## src/rtl/scrambler_pkg.sv

```systemverilog
// Shared definitions for the parallel 802.11 additive scrambler (x^7+x^4+1).
// Holds the 802.11 defaults, the seed-recovery state type and the single-step LFSR helper.
package scrambler_pkg;

    localparam int         LFSR_W_DEF = 7;
    localparam int         TAP_A_DEF  = 7;
    localparam int         TAP_B_DEF  = 4;
    localparam logic [6:0] SEED_DEF   = 7'h7F;

    // Widest LFSR the helper supports; narrower LFSRs are masked down to their width
    localparam int LFSR_MAX_W = 32;
    localparam int LFSR_IDX_W = $clog2(LFSR_MAX_W);

    typedef enum logic [1:0] {
        REC_IDLE    = 2'd0,
        REC_RECOVER = 2'd1,
        REC_RUN     = 2'd2
    } rec_state_e;

    typedef struct packed {
        logic [LFSR_MAX_W-1:0] next;
        logic                  fb;
    } step_t;

    function automatic step_t lfsr_step(input logic [LFSR_MAX_W-1:0] state,
                                        input int w, input int ta, input int tb);
        step_t                 r;
        logic [LFSR_MAX_W-1:0] m;
        m      = {LFSR_MAX_W{1'b1}} >> (LFSR_MAX_W - w);
        r.fb   = state[LFSR_IDX_W'(ta - 1)] ^ state[LFSR_IDX_W'(tb - 1)];
        r.next = ((state << 1) | {{(LFSR_MAX_W-1){1'b0}}, r.fb}) & m;
        return r;
    endfunction

endpackage

```

## src/rtl/scrambler_lfsr_unroll.sv

```systemverilog
// Combinational DATA_W-step unroll of the scrambler LFSR; bit 0 is first in time.
// Bits flagged in rec_mask are shifted into the LFSR as-is and produce a zero output bit.
module scrambler_lfsr_unroll
    import scrambler_pkg::*;
#(
    parameter int DATA_W = 8,
    parameter int LFSR_W = LFSR_W_DEF,
    parameter int TAP_A  = TAP_A_DEF,
    parameter int TAP_B  = TAP_B_DEF
) (
    input  logic [LFSR_W-1:0] state,
    input  logic [DATA_W-1:0] data,
    input  logic [DATA_W-1:0] rec_mask,
    output logic [LFSR_W-1:0] next_state,
    output logic [DATA_W-1:0] data_out
);

    localparam logic [LFSR_MAX_W-1:0] W_MASK = {LFSR_MAX_W{1'b1}} >> (LFSR_MAX_W - LFSR_W);

    for (genvar k = 0; k < DATA_W; k++) begin : g_bit
        logic [LFSR_MAX_W-1:0] s_in_s;
        logic [LFSR_MAX_W-1:0] s_next_s;
        step_t                 step_s;

        if (k == 0) begin : g_first
            assign s_in_s = LFSR_MAX_W'(state);
        end else begin : g_rest
            assign s_in_s = g_bit[k-1].s_next_s;
        end

        assign step_s   = lfsr_step(s_in_s, LFSR_W, TAP_A, TAP_B);
        // A recovered bit is the scrambler's own feedback bit, so it enters the LFSR directly
        assign s_next_s = rec_mask[k] ? (((s_in_s << 1) | LFSR_MAX_W'(data[k])) & W_MASK)
                                      : step_s.next;
        assign data_out[k] = rec_mask[k] ? 1'b0 : (data[k] ^ step_s.fb);
    end

    assign next_state = g_bit[DATA_W-1].s_next_s[LFSR_W-1:0];

endmodule

```

## src/rtl/scrambler_par.sv

```systemverilog
// Parallel 802.11 scrambler/descrambler with valid/ready stream, seed load and bypass.
// Optional SCRAMBLER_SEED_RECOVERY_EN adds sync_start and recovery of the seed from SERVICE zeros.
module scrambler_par
    import scrambler_pkg::*;
#(
    parameter int                DATA_W       = 8,
    parameter int                LFSR_W       = LFSR_W_DEF,
    parameter int                TAP_A        = TAP_A_DEF,
    parameter int                TAP_B        = TAP_B_DEF,
    parameter logic [LFSR_W-1:0] SEED_DEFAULT = LFSR_W'(SEED_DEF)
) (
    input  logic              clock,
    input  logic              reset,
    input  logic              seed_load,
    input  logic [LFSR_W-1:0] seed,
    input  logic              bypass,
    input  logic              in_valid,
    output logic              in_ready,
    input  logic [DATA_W-1:0] in_data,
    output logic              out_valid,
    input  logic              out_ready,
    output logic [DATA_W-1:0] out_data,
    output logic [LFSR_W-1:0] state_out
`ifdef SCRAMBLER_SEED_RECOVERY_EN
    ,
    input  logic              sync_start
`endif
);

    logic [LFSR_W-1:0] lfsr_r;
    logic [LFSR_W-1:0] lfsr_nxt_s;
    logic [LFSR_W-1:0] base_state_s;
    logic [LFSR_W-1:0] unroll_state_s;
    logic [DATA_W-1:0] unroll_data_s;
    logic [DATA_W-1:0] beat_data_s;
    logic [DATA_W-1:0] rec_mask_s;
    logic              out_valid_r;
    logic [DATA_W-1:0] out_data_r;
    logic              accept_s;
    logic              load_s;

    assign in_ready  = !out_valid_r || out_ready;
    assign accept_s  = in_valid && in_ready;
    assign out_valid = out_valid_r;
    assign out_data  = out_data_r;
    assign state_out = lfsr_r;

`ifdef SCRAMBLER_SEED_RECOVERY_EN
    localparam int CNT_W = $clog2(LFSR_W + 1);

    rec_state_e       rec_state_r;
    rec_state_e       rec_state_nxt_s;
    logic [CNT_W-1:0] rec_cnt_r;
    logic [CNT_W-1:0] rec_cnt_nxt_s;
    logic [CNT_W-1:0] rec_base_s;
    logic             rec_active_s;

    // sync_start restarts recovery in the same cycle, so its beat is already captured
    assign load_s       = seed_load && !sync_start;
    assign rec_active_s = sync_start || (rec_state_r == REC_RECOVER);
    assign rec_base_s   = sync_start ? {CNT_W{1'b0}} : rec_cnt_r;

    for (genvar k = 0; k < DATA_W; k++) begin : g_mask
        assign rec_mask_s[k] = rec_active_s && ((int'(rec_base_s) + k) < LFSR_W);
    end

    // Recovery FSM next state: captured-bit count decides when RUN starts
    always_comb begin
        rec_state_nxt_s = rec_state_r;
        rec_cnt_nxt_s   = rec_cnt_r;
        if (rec_active_s && accept_s && !bypass) begin
            if ((int'(rec_base_s) + DATA_W) >= LFSR_W) begin
                rec_state_nxt_s = REC_RUN;
                rec_cnt_nxt_s   = CNT_W'(LFSR_W);
            end else begin
                rec_state_nxt_s = REC_RECOVER;
                rec_cnt_nxt_s   = CNT_W'(int'(rec_base_s) + DATA_W);
            end
        end else if (sync_start) begin
            rec_state_nxt_s = REC_RECOVER;
            rec_cnt_nxt_s   = {CNT_W{1'b0}};
        end else if (!(rec_state_r inside {REC_IDLE, REC_RECOVER, REC_RUN})) begin
            rec_state_nxt_s = REC_IDLE;
            rec_cnt_nxt_s   = {CNT_W{1'b0}};
        end else begin
            rec_state_nxt_s = rec_state_r;
        end
    end

    // Recovery FSM state and captured-bit counter
    always_ff @(posedge clock or negedge reset) begin
        if (!reset) begin
            rec_state_r <= REC_IDLE;
            rec_cnt_r   <= {CNT_W{1'b0}};
        end else begin
            rec_state_r <= rec_state_nxt_s;
            rec_cnt_r   <= rec_cnt_nxt_s;
        end
    end
`else
    assign load_s     = seed_load;
    assign rec_mask_s = {DATA_W{1'b0}};
`endif

    scrambler_lfsr_unroll #(
        .DATA_W (DATA_W),
        .LFSR_W (LFSR_W),
        .TAP_A  (TAP_A),
        .TAP_B  (TAP_B)
    ) u_unroll (
        .state      (base_state_s),
        .data       (in_data),
        .rec_mask   (rec_mask_s),
        .next_state (unroll_state_s),
        .data_out   (unroll_data_s)
    );

    // Seed mux ahead of the unroll so a load and an accept in one cycle use the new seed
    always_comb begin
        if (load_s) begin
            base_state_s = (seed == {LFSR_W{1'b0}}) ? SEED_DEFAULT : seed;
        end else begin
            base_state_s = lfsr_r;
        end
        if (accept_s && !bypass) begin
            lfsr_nxt_s = unroll_state_s;
        end else begin
            lfsr_nxt_s = base_state_s;
        end
        if (bypass) begin
            beat_data_s = in_data;
        end else begin
            beat_data_s = unroll_data_s;
        end
    end

    // LFSR state register
    always_ff @(posedge clock or negedge reset) begin
        if (!reset) begin
            lfsr_r <= SEED_DEFAULT;
        end else begin
            lfsr_r <= lfsr_nxt_s;
        end
    end

    // Output stage: load on accept, hold while stalled, drop valid once drained
    always_ff @(posedge clock or negedge reset) begin
        if (!reset) begin
            out_valid_r <= 1'b0;
            out_data_r  <= {DATA_W{1'b0}};
        end else if (accept_s) begin
            out_valid_r <= 1'b1;
            out_data_r  <= beat_data_s;
        end else if (out_ready) begin
            out_valid_r <= 1'b0;
        end else begin
            out_valid_r <= out_valid_r;
        end
    end

endmodule

```

## config.mk

```make
export PLATFORM = sky130hd
export DESIGN_NAME = scrambler_par
export DESIGN_NICKNAME = d
export VERILOG_FILES = /design/src/rtl/scrambler_pkg.sv /design/src/rtl/scrambler_lfsr_unroll.sv /design/src/rtl/scrambler_par.sv
export SDC_FILE = /design/constraint.sdc
export NUM_CORES = 1
export LEC_CHECK = 0
export CORE_MARGIN = 2
export CORE_UTILIZATION = 50
export CTS_BUF_LIST = sky130_fd_sc_hd__clkbuf_4 sky130_fd_sc_hd__clkbuf_8
export DETAILED_ROUTE_END_ITERATION = 10
export HOLD_SLACK_MARGIN = 0.05
export PLACE_DENSITY_LB_ADDON = 0.05
export SLEW_MARGIN = 25
export SYNTH_ARGS = -nofsm -noshare
export SYNTH_HDL_FRONTEND = slang
export SYNTH_SLANG_ARGS = --single-unit
```

## constraint.sdc

```tcl
create_clock -name clock -period 2.8 [get_ports clock]
set_clock_uncertainty 0.05 [all_clocks]
set_input_delay 0.42 -clock clock [delete_from_list [all_inputs] [get_ports clock]]
set_output_delay 0.42 -clock clock [all_outputs]
set_load 0.02 [all_outputs]
```

# After elaboration in Yosys (flattened, before gate mapping)

Index checks and enable logic that the tools add are counted.

Divide/modulo/power cells: 0
Mux-type cells: 6
$add $sub $neg: 0
Magnitude comparators: 0
Multipliers: 0
Reduce and logical (&&, ||, !) cells: 7
Bitwise operators: 24
Eq/ne operators: 0
Shifts and indexed selects: 0

Operators by type and width:

| operator          | number |
|---|---|
| $or 7x1->7        | 8 |
| $mux 7            | 3 |
| $xor 1x1->1       | 16 |
| $mux 8            | 1 |
| $logic_not 7->1   | 1 |
| $logic_and 1x1->1 | 2 |
| $logic_not 1->1   | 2 |
| $mux 1            | 2 |
| $reduce_bool 2->1 | 1 |
| $logic_or 1x1->1  | 1 |

Logic and storage cells: 40
RAM bits: 0
Register bits after elaboration: 16
ROM bits: 0
Bits in latches: 0
Memories kept: 0

# Logic depth before layout (Yosys ltp)

Gate-level depths: netlist of run 1.

Depth after elaboration: 20
Depth in mapped cells: 6
Mapped depth without buffers: 5

# Hierarchy

Synthesis of run 1 repeated with hierarchy kept, for this count alone.

Cells, all modules: 137
Area total of the unflattened synthesis: 1272.5 µm²

By module, submodules not included:

| module                | instances | cells an instance | area an instance (µm²) |
|---|---|---|---|
| scrambler_par         | 1         | 99                | 945.9 |
| scrambler_lfsr_unroll | 1         | 38                | 326.6 |

# Worst setup path after synthesis of run 1

Ideal clock, no wire load.

Path type: input to register
From: input port seed_load
To: register out_data_r[4] (netlist: out_data[4])
Data arrival time: 1661 ps
Required time: 2668 ps
Setup slack: 1008 ps
Cell stages on the path: 6
Cell sequence: buf_6 > nor4b_2 > a21oi_1 > xnor2_1 > or3_1 > a31oi_1

Cells in the longest elaborated chain, start to end: 9

Ends and longest elaborated chain:

| what                        | RTL line                    | text |
|---|---|---|
| from (decl)                 | scrambler_par.sv:14         | `input logic seed_load,` |
| $mux 7 (*)                  | scrambler_par.sv:120        | `if (load_s) begin` |
| $xor 1x1->1                 | scrambler_pkg.sv:30         | `r.fb = state[LFSR_IDX_W'(ta - 1)] ^ state[LFSR_IDX_W'(tb - 1)];` |
| $or 7x1->7 (*) (4 in a row) | scrambler_pkg.sv:31         | `r.next = ((state << 1) \| {{(LFSR_MAX_W-1){1'b0}}, r.fb}) & m;` |
| $xor 1x1->1 (*)             | scrambler_pkg.sv:30         |  |
| $xor 1x1->1 (*)             | scrambler_lfsr_unroll.sv:35 | `assign data_out[k] = rec_mask[k] ? 1'b0 : (data[k] ^ step_s.fb);` |
| $mux 8 (*)                  | scrambler_par.sv:130        | `if (bypass) begin` |
| to (signal assigned)        | scrambler_par.sv:150        | `out_data_r <= {DATA_W{1'b0}};` |
| to (signal assigned)        | scrambler_par.sv:153        | `out_data_r <= beat_data_s;` |
| to (decl)                   | scrambler_par.sv:38         | `logic [DATA_W-1:0] out_data_r;` |

Every way passes the cells marked *; elsewhere a longest branch is shown, timed or not.
A chain may end at the register's enable or synchronous reset.

# Final worst setup path of run 1

Same ends and word-level chain as after synthesis.

==> flow_metrics.env, run 1 <==
export IMPL_die_w_um=50.63
export IMPL_hold_viol=0
export IMPL_cts_buffers=3
export IMPL_leakagePower_nw=0.5865
export IMPL_syn_cell_area_sq_um=1087
export IMPL_worstRegToRegCells=5
export IMPL_path_class="input port to flip-flop"
export IMPL_worstPathRequired_ps=2960
export IMPL_dieArea_sq_um=2563
export IMPL_rows=16
export IMPL_arrival_ps=2390
export IMPL_netlist_instances=115
export IMPL_antenna_found_initial=0
export IMPL_final_common_cell="clkdlybuf4s50_1"
export IMPL_setup_viol=0
export IMPL_ir_worst_vdd_v=0.0004565
export IMPL_grt_first_pass_wirelength_um=4464
export IMPL_core_area_sq_um=2002
export IMPL_ys_async_sr_fraction=1.000
export IMPL_grt_use_total=0.2295
export IMPL_rsz0062_at_grt="false"
export IMPL_synth_edf_count=0
export IMPL_fin_crit_ps=2236
export IMPL_drive_gt1_frac=0.1538
export IMPL_layout_common_cells="clkdlybuf4s50_1, xnor2_1, o21ai_0, nand2_1, nor2_1"
export IMPL_cp_end_kind="flip-flop"
export IMPL_drt_iter0_markers=21
export IMPL_tritoncts="yes"
export IMPL_area_growth_pct=41.20
export IMPL_outcome="finished clean"
export IMPL_place_congestion=0.8521
export IMPL_startpoint_type="input port"
export IMPL_r2r_slack_ps=1090
export IMPL_drv_slew=0
export IMPL_ys_ff_latch=16
export IMPL_nets=178
export IMPL_powerDensity_nw_per_um2=563.1
export IMPL_holdCritStartpoint="out_data[5]"
export IMPL_grt_overflow=0
export IMPL_synth_net_count=136
export IMPL_dp_hpwl_um=2038
export IMPL_num_antenna_cells=0
export IMPL_post_route_util=0.7669
export IMPL_clkLatencyLatePin_ps=290
export IMPL_cts_sinks=16
export IMPL_routedWlPerCell_um=14.05
export IMPL_ctsHtreeMaxLevel=1
export IMPL_synth_main_ff_cell="dfrtp_1"
export IMPL_max_cap_violations=0
export IMPL_tightest_slew_ps=706.8
export IMPL_die_y_um=50.63
export IMPL_root_buffer="clkbuf_4"
export IMPL_antenna_left=0
export IMPL_clkSlewWorstSetupHoldPaths_ps=100
export IMPL_synth_seq_area_share=0.3763
export IMPL_worstReg2RegEnd="out_data[6]"
export IMPL_holdCritPathClass="flip-flop to flip-flop"
export IMPL_ios=38
export IMPL_cp_max_fo=9
export IMPL_tns_ps=0
export IMPL_first_pass_iters=4
export IMPL_ys_types=32
export IMPL_grt_max_degree=17
export IMPL_initial_core_util=0.5431
export IMPL_syn_area_per_cell_sq_um=9.455
export IMPL_drcViolationCount=0
export IMPL_grt_pass1_vias=935
export IMPL_post_cts_buffers=0
export IMPL_clock_path_buffers=2
export IMPL_via_per_inst=5.383
export IMPL_detailroute_via_count=985
export IMPL_min_path_cells=2
export IMPL_place_port_buffers=37
export IMPL_slew_headroom=0.5273
export IMPL_postCtsHoldBufs=0
export IMPL_cts_resized_gates=0
export IMPL_reg2reg_from="state_out[1]"
export IMPL_synth_warnings=0
export IMPL_hold_end="out_data[5]"
export IMPL_maxClockFrequency_mhz=447.3
export IMPL_routed_wl_um=2571
export IMPL_fin_crit_sh=0.7984
-- synth_stat cells, types with 2 or more instances --
cell type	count	area share
a21oi_1	6	0.028
nand2_1	11	0.038
dfstp_2	7	0.17
clkbuf_1	2	0.0069
xor2_1	2	0.016
o21ai_0	13	0.060
mux2_4	2	0.028
nor3_1	3	0.014
nor2_1	10	0.035
mux2i_1	6	0.055
or3_1	2	0.012
and3_1	2	0.012
dfrtp_1	9	0.21
nor2b_1	2	0.012
a31oi_1	2	0.012
nand3_1	5	0.023
nand2b_1	2	0.012
xnor2_1	14	0.11
mux2_2	2	0.021
-- layout make-up --
type	count	area, sq um
inverters	1	3.754
fillers	150	466.7
clock buffers	4	36.28
repair buffers	41	400.4
multi-input cells	94	651.9
well taps	27	33.78
flip-flops and latches	16	409.1
-- power breakdown --
group	internal [W]	switching (W)	leakage, nW
clock	0.0000791	0.0000750	0.0210
sequential	0.000289	0.0000311	0.180
combinational	0.000197	0.000194	0.386
total	0.000565	0.000300	0.587
-- stage by stage --
stage | setup slack [ps] | power [W] | instance area (sq um) | std cells | hold WS (ps)
floorplan | 1008 | 0.0005464 | 1087 | 115 | 74.41
global placement | 368.5 | 0.0007100 | 1499 | 179 | 412.1
detailed placement | 280.9 | 0.0007172 | 1499 | 179 | 416.1
CTS | 585.7 | 0.0008728 | 1535 | 183 | 437.8
global route | 444.0 | 0.0009160 | 1535 | 183 | 469.5
finish | 564.4 | 0.0008646 | 1535 | 183 | 432.4
-- registers in the layout (all words and copies together), names as in the netlist --
name,count
out_valid,1
out_data,8
state_out,7
-- worst max-delay path, stage by stage --
cell,delay [ps]
clkdlybuf4s50_1,450
buf_4,200
nor4b_2,440
a21oi_1,210
xnor2_1,180
or3_1,310
a31oi_1,190
-- per-layer routing --
layer	routed length [um]	part of all wire	track usage
met5	0	0	0
met1	1182	0.46	0.3175
met2	1270	0.49	0.3882
met4	0	0	0.04054
met3	117	0.046	0.02976
-- kinds of logic (layout without fill, tap and decap cells) --
logic type,count (synthesis),after routing,synth area share
simple gates,40,40,0.1945
compound gates,27,27,0.1600
buf+inv,5,46,0.02416
flops,16,16,0.3763
xor+xnor,16,16,0.1289
mux,11,11,0.1162
-- how the worst max path moves through the flow --
stage                   to  slack (ps)       from  cells past startpoint
2_1_floorplan  out_data[4]        1010  seed_load                      6
3_3_place_gp   out_data[6]         370  seed_load                      7
3_5_place_dp   out_data[4]         280  seed_load                      7
4_1_cts        out_data[4]         590  seed_load                      7
5_1_grt        out_data[4]         440  seed_load                      7
6_report       out_data[4]         560  seed_load                      7
Power figures use the tool's default switching activity.
==> inputs of run 2 (changes only) <==
- CORE_UTILIZATION: 50 -> 46
- clock period: 2.8 -> 2.35 ns (I/O delays scaled with it)
==> run 2 against run 1 <==
Sequential share of layout area is 0.98 points lower. Wire length is 3.0% higher. Combinational power is 23% higher. Largest power group unchanged. Highest routed layer is now met4.
==> flow_metrics.env, run 2 (synthesis results as in run 1) <==
export IMPL_core_area_sq_um=2233
export IMPL_root_buffer="clkbuf_4"
export IMPL_leakagePower_nw=0.6209
export IMPL_intPower_w=0.0006860
export IMPL_grt_use_total=0.2120
export IMPL_clkSlewWorstSetupHoldPaths_ps=100
export IMPL_regArea_sq_um=409.1
export IMPL_grt_use_met3=0.04000
export IMPL_grt_max_degree=18
export IMPL_clock_path_buffers=2
export IMPL_tritoncts="yes"
export IMPL_fin_area_sq_um=1594
export IMPL_drcViolationCount=0
export IMPL_arrival_ps=2260
export IMPL_drive_gt1_frac=0.1852
export IMPL_place_congestion=0.9199
export IMPL_num_antenna_cells=0
export IMPL_cts_resized_gates=0
export IMPL_dieArea_sq_um=2768
export IMPL_die_y_um=52.62
export IMPL_dp_hpwl_um=2110
export IMPL_worstPathRequired_ps=2510
export IMPL_via_per_inst=5.337
export IMPL_cp_end_kind="flip-flop"
export IMPL_layout_setup_ws_ps=251.4
export IMPL_first_pass_iters=4
export IMPL_rsz0062_at_grt="false"
export IMPL_p_sw_w=0.0003641
export IMPL_postCtsHoldBufs=0
export IMPL_hold_viol=0
export IMPL_path_class="input port to flip-flop"
export IMPL_setup_viol=0
export IMPL_p_seq_frac=0.365
export IMPL_drt_iter0_markers=22
export IMPL_placed_area_sq_um=1558
export IMPL_slew_headroom=0.5086
export IMPL_post_route_util=0.7137
export IMPL_tightest_slew_ps=734.8
export IMPL_powerDensity_nw_per_um2=658.8
export IMPL_grt_busiest_layer="met2"
export IMPL_antenna_found_initial=0
export IMPL_ios=38
export IMPL_grt_use_met1=0.2852
export IMPL_fillers=181
export IMPL_detailroute_via_count=1014
export IMPL_layout_common_cells="clkdlybuf4s50_1, xnor2_1, o21ai_0, nand2_1, nor2_1"
export IMPL_grt_pass1_vias=965
export IMPL_cts_buffers=3
export IMPL_tns_ps=0
export IMPL_outcome="finished clean"
export IMPL_antenna_left=0
export IMPL_total_power_w=0.001050
export IMPL_maxClockFrequency_mhz=476.5
export IMPL_max_cap_violations=0
export IMPL_multi_input_area_sq_um=651.9
export IMPL_fin_crit_sh=0.8930
export IMPL_grt_overflow=0
export IMPL_largest_reg_flops=8
export IMPL_pwr_share_comb=0.459
export IMPL_ir_worst_vdd_v=0.0005216
export IMPL_cts_sinks=16
export IMPL_clkLatencyLatePin_ps=290
export IMPL_nets=184
export IMPL_use_met2=0.3542
export IMPL_post_cts_buffers=0
export IMPL_routedWlPerCell_um=13.94
export IMPL_routed_wl_um=2648
export IMPL_sw_frac_of_total=0.3467
export IMPL_startpoint_type="input port"
export IMPL_area_growth_pct=46.61
export IMPL_die_w_um=52.62
export IMPL_holdCritPathClass="input port to asynchronous set/reset pin"
export IMPL_place_port_buffers=37
export IMPL_initial_core_util=0.4868
export IMPL_rows=17
export IMPL_p_clk_frac=0.175
export IMPL_fin_crit_ps=2099
export IMPL_drv_slew=0
export IMPL_cp_max_fo=9
export IMPL_grt_first_pass_wirelength_um=4312
export IMPL_preCtsSetupSlack_ps=-26.72
export IMPL_ctsHtreeMaxLevel=1
export IMPL_final_common_cell="clkdlybuf4s50_1"
==> run 2: cell count changes in the layout (fill, tap and decap cells not counted) <==
cell	previous run	this run
buf_4	4	9
buf_12	0	1
==> run 2: per-layer routing <==
| metal | vias up | wire length (um) |
|---|---|---|
| met3 | 2 | 133 |
| met1 | 481 | 1217 |
| li1 | 504 | - |
| met2 | 27 | 1283 |
| met5 | - | 0 |
| met4 | 0 | 12 |
==> run 2: stage by stage <==
| step | instances | hold slack (ps) |
|---|---|---|
| 6_report | 190 | 435.5 |
| 5_1_grt | 190 | 499.4 |
| 4_1_cts | 190 | 438.9 |
| 3_5_place_dp | 186 | 416.6 |
| 3_3_place_gp | 186 | 413.7 |
| 2_1_floorplan | 115 | 6.909 |
==> run 2: final timing paths <==
path / startpoint / to / slack, ps / cells after the start
setup / recovery: seed_load / out_data[4] / 250 / 7
hold / removal: reset / out_data[0] / 440 / 1
setup reg to reg: state_out[6] / out_data[4] / 640 / 5
hold reg to reg: out_data[6] / out_data[6] / 440 / 2
max in group asynchronous: reset / out_data[5] / 1350 / 1
min in group clock: out_data[6] / out_data[6] / 440 / 2
==> run 2: power groups by stage <==
| stage | Sequential (W) | Clock [W] | Combinational [W] |
|---|---|---|---|
| floorplan | 0.000451 | 0 | 0.000200 |
| global route | 0.000392 | 0.000209 | 0.000521 |
| global placement | 0.000386 | 0 | 0.000476 |
| detailed placement | 0.000388 | 0 | 0.000484 |
| CTS | 0.000383 | 0.000189 | 0.000486 |
| finish | 0.000383 | 0.000184 | 0.000482 |
==> run 2: cell type report <==
| type | instances | share of cell area |
|---|---|---|
| inverter | 1 | 0.002355 |
| multi-input combinational | 94 | 0.4089 |
| tap | 28 | 0.02198 |
| timing repair buffer | 47 | 0.2873 |
| clock buffer | 4 | 0.02276 |
| sequential | 16 | 0.2567 |
==> run 2: critical path: stages <==
cell and delay (ps):
clkdlybuf4s50_1 510, buf_12 140, nor4b_2 390, a21oi_1 190, xnor2_1 160, or3_1 320
a31oi_1 190
==> inputs of run 3 (changes only) <==
- MAX_ROUTING_LAYER: not set -> met4
==> run 3 against run 2 <==
Via count is 0.59% higher. Clock-buffer cell count stayed put. Maximum frequency is 0.18% higher. Sequential cell count stayed put. Sequential share of layout area stayed put. Power is 0.11% higher. Cell count stayed put. Critical path type unchanged.
==> flow_metrics.env, run 3 (synthesis results as in run 1) <==
export IMPL_outcome="finished clean"
export IMPL_layout_setup_ws_ps=255.1
export IMPL_die_y_um=52.62
export IMPL_largest_reg_flops=8
export IMPL_drt_iter0_markers=19
export IMPL_tritoncts="yes"
export IMPL_layout_common_cells="clkdlybuf4s50_1, xnor2_1, o21ai_0, nand2_1, nor2_1"
export IMPL_place_congestion=0.9361
export IMPL_postCtsHoldBufs=0
export IMPL_rows=17
export IMPL_slew_headroom=0.5048
export IMPL_p_clk_frac=0.176
export IMPL_preCtsSetupSlack_ps=-26.72
export IMPL_detailroute_via_count=1020
export IMPL_p_seq_frac=0.365
export IMPL_startpoint_type="input port"
export IMPL_placed_area_sq_um=1558
export IMPL_grt_pass1_vias=962
export IMPL_cts_resized_gates=0
export IMPL_sw_frac_of_total=0.3474
export IMPL_area_growth_pct=46.61
export IMPL_final_common_cell="clkdlybuf4s50_1"
export IMPL_antenna_left=0
export IMPL_ir_worst_vdd_v=0.0005175
export IMPL_routedWlPerCell_um=13.99
export IMPL_leakagePower_nw=0.6209
export IMPL_final_cells=190
export IMPL_p_sw_w=0.0003653
export IMPL_total_power_w=0.001051
export IMPL_whs_ps=437.3
export IMPL_drive_gt1_frac=0.1852
export IMPL_tightest_slew_ps=740.4
export IMPL_grt_first_pass_wirelength_um=4312
export IMPL_initial_core_util=0.4868
export IMPL_grt_max_degree=18
export IMPL_fillers=181
export IMPL_routed_wl_um=2658
export IMPL_grt_overflow=0
export IMPL_fin_crit_ps=2095
export IMPL_num_antenna_cells=0
export IMPL_place_port_buffers=37
export IMPL_arrival_ps=2260
export IMPL_nets=184
export IMPL_clock_path_buffers=2
export IMPL_post_cts_buffers=0
export IMPL_dp_hpwl_um=2110
export IMPL_dieArea_sq_um=2768
export IMPL_dp_cells=186
export IMPL_grt_use_total=0.2176
export IMPL_worstPathRequired_ps=2510
export IMPL_drv_slew=0
export IMPL_cp_max_fo=9
export IMPL_intPower_w=0.0006860
export IMPL_setup_viol=0
export IMPL_clkSlewWorstSetupHoldPaths_ps=100
export IMPL_root_buffer="clkbuf_4"
export IMPL_maxClockFrequency_mhz=477.4
export IMPL_hold_viol=0
export IMPL_drcViolationCount=0
export IMPL_clkLatencyLatePin_ps=290
export IMPL_first_pass_iters=4
export IMPL_fin_area_sq_um=1594
export IMPL_rsz0062_at_grt="false"
export IMPL_path_class="input port to flip-flop"
export IMPL_pwr_share_comb=0.459
export IMPL_holdCritPathClass="input port to asynchronous set/reset pin"
export IMPL_cts_sinks=16
export IMPL_cts_buffers=3
export IMPL_cp_end_kind="flip-flop"
export IMPL_via_per_inst=5.368
export IMPL_fin_crit_sh=0.8914
export IMPL_core_area_sq_um=2233
export IMPL_ctsHtreeMaxLevel=1
export IMPL_die_w_um=52.62
export IMPL_max_cap_violations=0
export IMPL_antenna_found_initial=0
export IMPL_ios=38
export IMPL_powerDensity_nw_per_um2=659.5
run 3: cell counts in the layout (fill, tap and decap cells not counted):
Identical to the previous run, type by type.
run 3: worst paths after layout:
check | cells past startpoint | from | to | slack, ps
hold / removal | 1 | reset | out_data[0] | 440
hold reg to reg | 2 | out_data[6] | out_data[6] | 440
min in group clock | 2 | out_data[6] | out_data[6] | 440
setup / recovery | 7 | seed_load | out_data[4] | 260
max in group asynchronous | 1 | reset | out_valid | 1350
setup reg to reg | 5 | state_out[6] | out_data[4] | 650
run 3: final cells by class:
| cell class | instances | area, sq um | share of cell area |
|---|---|---|---|
| Timing Repair Buffer | 47 | 457.9 | 0.2873 |
| Clock buffer | 4 | 36.28 | 0.02276 |
| Multi-Input combinational cell | 94 | 651.9 | 0.4089 |
| Sequential cell | 16 | 409.1 | 0.2567 |
| Tap cell | 28 | 35.03 | 0.02198 |
| Inverter | 1 | 3.754 | 0.002355 |
run 3: through the flow:
stage	util	TNS (ps)
after floorplan	-	0
after global placement	0.6975	0
after detailed placement	0.6975	-26.72
after CTS	0.7137	0
after global routing	0.7137	0
final	0.7137	0
run 3: power groups by stage:
stage / logic (W) / clock network [W] / registers [W]
6_report: 0.000483 / 0.000185 / 0.000383
2_1_floorplan: 0.000200 / 0 / 0.000451
3_3_place_gp: 0.000476 / 0 / 0.000386
3_5_place_dp: 0.000484 / 0 / 0.000388
5_1_grt: 0.000521 / 0.000208 / 0.000392
4_1_cts: 0.000486 / 0.000189 / 0.000383
run 3: critical path, stage by stage:
cell and delay, ps:
clkdlybuf4s50_1 510, buf_12 140, nor4b_2 390, a21oi_1 190, xnor2_1 160, or3_1 320
a31oi_1 190
run 3: routing by layer:
layer / global-route usage / vias to the layer above / part of all wire
li1: - / 503 / -
met1: 0.2834 / 472 / 0.44
met2: 0.3583 / 45 / 0.48
met3: 0.03714 / 0 / 0.074
met4: 0.04274 / 0 / 0
met5: - / - / 0
